$ cat src/rtl/pe_mac_pipe.sv
// Pipelined multi-channel signed MAC: per-tap products, adder tree, group
// accumulator, then round/ReLU/saturate into a held result register.
module pe_mac_lane #(
    parameter int DATA_W = 8
) (
    input  logic                       clk,
    input  logic                       rst_n,
    input  logic                       en,
    input  logic signed [DATA_W-1:0]   a,
    input  logic signed [DATA_W-1:0]   b,
    output logic signed [2*DATA_W-1:0] prod
);
    always_ff @(posedge clk or negedge rst_n) begin
        if (!rst_n)  prod <= '0;
        else if (en) prod <= a * b;
    end
endmodule

module pe_mac_pipe #(
    parameter int DATA_W = 8,
    parameter int TAPS   = 9,
    parameter int CH     = 2,
    parameter int ACC_W  = 24,
    parameter int OUT_W  = 8,
    parameter int ROU    = 4
) (
    input  logic                        i_clk,
    input  logic                        i_rst_n,
    input  logic                        i_valid,
    output logic                        o_ready,
    input  logic [DATA_W*TAPS*CH-1:0]   i_image,
    input  logic [DATA_W*TAPS*CH-1:0]   i_kernel,
    input  logic                        i_last,
    input  logic                        i_relu,
    output logic                        o_valid,
    input  logic                        i_ready,
    output logic signed [ACC_W-1:0]     o_acc,
    output logic signed [OUT_W-1:0]     o_data,
    output logic                        o_sat
);
    localparam int N  = TAPS * CH;
    localparam int PW = 2 * DATA_W;
    localparam int RW = ACC_W + 1;
    localparam logic signed [RW-1:0] OMAX = (RW'(1) << (OUT_W - 1)) - RW'(1);
    localparam logic signed [RW-1:0] OMIN = ~OMAX;

    logic                    adv;
    logic [2:1]              vld_pipe, last_pipe, relu_pipe;
    logic signed [PW-1:0]    prod [N];
    logic signed [ACC_W-1:0] prod_sum, sum_q, acc, acc_next;
    logic                    first;
    logic signed [RW-1:0]    acc_ext, rnd, rr;
    logic signed [OUT_W-1:0] sat_val;
    logic                    sat_hit;
    logic                    res_load;

    // A pending, unaccepted result freezes every stage.
    assign adv     = ~(o_valid & ~i_ready);
    assign o_ready = adv;

    for (genvar g = 0; g < N; g++) begin : g_lane
        pe_mac_lane #(.DATA_W(DATA_W)) u_lane (
            .clk  (i_clk),
            .rst_n(i_rst_n),
            .en   (adv),
            .a    (i_image [(N-1-g)*DATA_W +: DATA_W]),
            .b    (i_kernel[(N-1-g)*DATA_W +: DATA_W]),
            .prod (prod[g])
        );
    end

    always_comb begin
        prod_sum = '0;
        for (int k = 0; k < N; k++) prod_sum = prod_sum + ACC_W'(prod[k]);
    end

    assign acc_next = (first ? '0 : acc) + sum_q;
    assign acc_ext  = RW'(acc_next);

    // One extra bit keeps the rounding add from wrapping.
    if (ROU > 0) begin : g_rnd
        localparam logic signed [RW-1:0] HALF = RW'(1) << (ROU - 1);
        assign rnd = (acc_ext + HALF) >>> ROU;
    end else begin : g_nornd
        assign rnd = acc_ext;
    end

    assign rr = (relu_pipe[2] && rnd < 0) ? '0 : rnd;

    always_comb begin
        sat_hit = 1'b0;
        sat_val = OUT_W'(rr);
        if (rr > OMAX) begin
            sat_hit = 1'b1;
            sat_val = OUT_W'(OMAX);
        end else if (rr < OMIN) begin
            sat_hit = 1'b1;
            sat_val = OUT_W'(OMIN);
        end
    end

    assign res_load = vld_pipe[2] & last_pipe[2];

    always_ff @(posedge i_clk or negedge i_rst_n) begin
        if (!i_rst_n) begin
            vld_pipe  <= '0;
            last_pipe <= '0;
            relu_pipe <= '0;
            sum_q     <= '0;
            acc       <= '0;
            first     <= 1'b1;
            o_valid   <= 1'b0;
            o_acc     <= '0;
            o_data    <= '0;
            o_sat     <= 1'b0;
        end else if (adv) begin
            vld_pipe  <= {vld_pipe[1], i_valid};
            last_pipe <= {last_pipe[1], i_last};
            relu_pipe <= {relu_pipe[1], i_relu};
            sum_q     <= prod_sum;
            if (vld_pipe[2]) begin
                acc   <= acc_next;
                first <= last_pipe[2];
            end
            o_valid <= res_load;
            if (res_load) begin
                o_acc  <= acc_next;
                o_data <= sat_val;
                o_sat  <= sat_hit;
            end
        end
    end
endmodule

$ cat config.mk
export PLATFORM = sky130hd
export DESIGN_NAME = pe_mac_pipe
export DESIGN_NICKNAME = d
export VERILOG_FILES = /design/src/rtl/pe_mac_pipe.sv
export SDC_FILE = /design/constraint.sdc
export NUM_CORES = 2
export LEC_CHECK = 0
export CORE_MARGIN = 2
export CORE_UTILIZATION = 36
export CTS_BUF_LIST = sky130_fd_sc_hd__clkbuf_8
export DETAILED_ROUTE_END_ITERATION = 12
export DONT_BUFFER_PORTS = 1
export GPL_ROUTABILITY_DRIVEN = 0
export MAX_ROUTING_LAYER = met4
export PLACE_DENSITY = 0.5
export SLEW_MARGIN = 20
export SYNTH_ARGS = -nofsm -noshare
export SYNTH_HDL_FRONTEND = slang
export SYNTH_SLANG_ARGS = --single-unit
$ cat constraint.sdc
create_clock -name i_clk -period 8 [get_ports i_clk]
set_input_delay 2.4 -clock i_clk [delete_from_list [all_inputs] [get_ports i_clk]]
set_output_delay 2.4 -clock i_clk [all_outputs]
set_load 0.005 [all_outputs]
==> impl_metrics.py <==
metrics = {
    "timing": {
        "tns_ps": 0,
        "max_freq_ghz": 0.151,
        "max-slew-margin-rel_pct": -5.82,
        "finalMaxSlewViolations": 72,
        "rsz0062_at_grt": "false",
        "fin_skew_ps": 34.1,
        "hold_viol": 0,
        "setup-violations-final": 0,
        "setup_slack_ps": 1360,
        "timing.final.crit_share_pct": 83.0,
        "tightest_slew_ps": 1590,
        "fin_crit_ps": 6640,
    },
    "layout": {
        "syn2layout_area_growth_pct": 6.71,
        "drive_gt1_share_pct": 2.37,
        "nNetsFinal": 9142,
        "fillCellCount": 18300,
    },
    "synthesis": {
        "synth_compound_area_share_pct": 7.01,
        "yosys_warnings": 0,
        "async_reset_ff_share_pct": 100,
        "synthXorXnorAreaFrac_pct": 4.18,
        "synth.net_count": 9169,
        "synth_area_mm2": 0.0657,
        "synthMuxAreaShare_pct": 0.166,
        "synth-simple-area-share_pct": 14.9,
        "syn_inst": 7044,
        "ys_seq_elements": 377,
        "synth_edf_count": 0,
        "netlist-cell-type-count": 69,
        "avgSynthCellArea_um2": 9.33,
        "synthAdderAreaFrac_pct": 49.2,
        "synth_top_family_by_area": "adder cells",
        "yosys_most_used_dff": "dfrtp_1",
        "yosysSeqAreaShare_pct": 14.4,
    },
    "floorplan": {
        "rows": 156,
        "core_mm2": 0.181,
        "die_w_um": 431,
        "die_y_um": 431,
        "initial_core_util_pct": 36.3,
        "io_pins": 329,
        "die_area_mm2": 0.186,
    },
    "cts": {
        "clock_latency_ps": 730,
        "post_cts_resized": 0,
        "cts_tree": "yes",
        "postCtsSetupBuffers": 0,
        "htree_levels": 3,
        "numCtsBuffers": 78,
        "cts.sinks": 377,
        "clk_pin_slew_worst_paths_ps": 60,
        "root_buffer": "clkbuf_8",
        "clockBufferDepth": 3,
        "cts_hold_buf": 0,
    },
    "global_route": {
        "grt_pass1_wl_um": 277000,
        "grt_antenna_before_repair": 3,
        "grt_max_degree": 378,
        "grt_pass1_vias": 48600,
        "gr-total-overflow": 0,
        "grtUsageTotal_pct": 19.6,
    },
    "critical_path": {
        "cp_slowest_stage_delay_ps": 570,
        "r2r_cells": 25,
        "r2r_slack_ps": 1360,
        "cp.arrival_ps": 7200,
        "reg2reg_to": "sum_q[21]",
        "r2r_start": "g_lane[12].u_lane.prod[3]",
        "crit_required_ps": 8560,
        "worstSetupEndpoint": "sum_q[21]",
        "cp_max_fo": 4,
        "cp-start-kind": "flip-flop",
        "criticalPathCategory": "flip-flop to flip-flop",
        "startpoint": "g_lane[12].u_lane.prod[3]",
        "cp-end-kind": "flip-flop",
        "slowest_stage": "fa_1",
    },
    "drt": {
        "wl_um": 170000,
        "vias": 44500,
        "ant_nets": 0,
        "drtIter0Drc": 2186,
        "drtPass1Iterations": 5,
        "via_per_inst": 4.71,
        "drc": 0,
        "wl_per_cell_um": 18.0,
    },
    "flow_run": {
        "maxCapViolations": 0,
    },
    "place": {
        "hpwl_um": 145000,
        "place_ws_ps": 1090,
        "port_buffers": 0,
    },
    "min_path": {
        "min-delay-path-class": "flip-flop to flip-flop",
    },
    "outcome": {
        "failed_checks": "max-slew violations",
        "status": "finished, violations left",
    },
}
[routing by layer]
| layer | GRT usage (%) | share of wire, % | vias up |
|---|---|---|---|
| li1 | - | - | 21200 |
| met1 | 27.0 | 47 | 22400 |
| met2 | 30.7 | 46 | 804 |
| met3 | 3.16 | 5.2 | 142 |
| met4 | 3.75 | 1.8 | 0 |
| met5 | - | 0 | - |
[state kept, by name (all words and copies together), names as in the netlist]
| signal | flops |
|---|---|
| acc | 24 |
| first | 1 |
| g_lane.u_lane.prod | 288 |
| o_valid | 1 |
| o_sat | 1 |
| o_data | 8 |
| o_acc | 24 |
| last_pipe | 2 |
| vld_pipe | 2 |
| relu_pipe | 2 |
| sum_q | 24 |
[final cells by class]
| class | instances | area (um^2) | area share, % |
|---|---|---|---|
| clock buffers | 96 | 1320 | 1.88 |
| clock inverters | 48 | 460 | 0.657 |
| diodes | 2 | 5.00 | 0.00714 |
| well taps | 2370 | 2970 | 4.23 |
| flip-flops and latches | 377 | 9440 | 13.5 |
| inverters | 1651 | 6200 | 8.85 |
| multi-input cells | 4894 | 49600 | 70.8 |
| repair buffers | 15 | 113 | 0.161 |
[cell usage in the layout (no fill, tap or decap), types with 11 or more instances in the layout]
cell type,n
fa_1,1257
nand2_1,753
a21oi_1,298
xnor2_1,239
xor2_1,75
buf_4,15
nand2b_1,144
dfrtp_1,376
and3_1,11
a21o_1,56
clkbuf_8,96
clkinv_2,12
o21ai_0,247
nor3_1,18
nand3_1,35
nor2b_1,45
o21bai_1,25
a21boi_0,37
o31ai_1,45
and2_1,671
nor2_1,225
ha_1,574
inv_1,1670
[synthesized netlist by cell type (6+ instances only)]
master | n | area share (%)
dfrtp_1 | 376 | 14
nand3_1 | 36 | 0.27
fa_1 | 1257 | 38
ha_1 | 574 | 11
buf_1 | 6 | 0.034
o31ai_1 | 45 | 0.51
nand4_1 | 10 | 0.095
o32ai_1 | 7 | 0.093
or3_1 | 7 | 0.067
a21o_1 | 56 | 0.64
a21boi_0 | 37 | 0.42
nand2b_1 | 144 | 1.4
nor2_1 | 225 | 1.3
mux2_2 | 7 | 0.12
xnor2_1 | 239 | 3.2
xor2_1 | 75 | 1.0
nor2b_1 | 46 | 0.44
buf_2 | 6 | 0.046
a31oi_1 | 8 | 0.076
a211oi_1 | 9 | 0.10
o21ai_0 | 247 | 1.9
inv_1 | 1650 | 9.4
nand2_1 | 753 | 4.3
nor3_1 | 18 | 0.14
or2_2 | 6 | 0.057
or4_1 | 7 | 0.080
and3_1 | 11 | 0.10
o21bai_1 | 25 | 0.29
clkbuf_1 | 109 | 0.62
and2_1 | 671 | 6.4
a21oi_1 | 298 | 2.3
[metrics by stage]
stage                     instances  utilization (%)  hold WS (ps)  instance area (um^2)
after global placement         9307             37.7           454                 68300
after CTS                      9451             38.7           474                 70100
final                          9453             38.7           474                 70100
after global routing           9453             38.7           500                 70100
after detailed placement       9307             37.7           460                 68300
after floorplan                7044                -           439                 65700
[cell families after synthesis]
| family | Yosys count |
|---|---|
| multiplexers | 10 |
| buffers and inverters | 1773 |
| flip-flops | 377 |
| XOR/XNOR | 314 |
| AND/OR/NAND/NOR | 1956 |
| AO/OA/AOI/OAI | 783 |
| adder cells (fa/ha/maj) | 1831 |
[worst max-delay path: cells and delay by family (launching register included)]
kind                       cells  cell delay, ps
buffers and inverters          7             580
xor gates and xnor gates       1             170
DFF                            1             320
adders and majority gates      7            3350
AOI/OAI and AO/OA             10            2080
[worst min-delay path by stage]
stage / start / to / slack, ps / cells past startpoint
2_1_floorplan: last_pipe[1] / last_pipe[1] / 440 / 2
3_3_place_gp: vld_pipe[1] / vld_pipe[1] / 450 / 2
3_5_place_dp: relu_pipe[1] / relu_pipe[1] / 460 / 2
4_1_cts: relu_pipe[1] / relu_pipe[1] / 470 / 2
5_1_grt: vld_pipe[1] / vld_pipe[2] / 500 / 2
6_report: vld_pipe[1] / vld_pipe[2] / 470 / 2
Power is not shown: default switching activity piles up to over one toggle a cycle in this logic, so the estimate is an artifact.
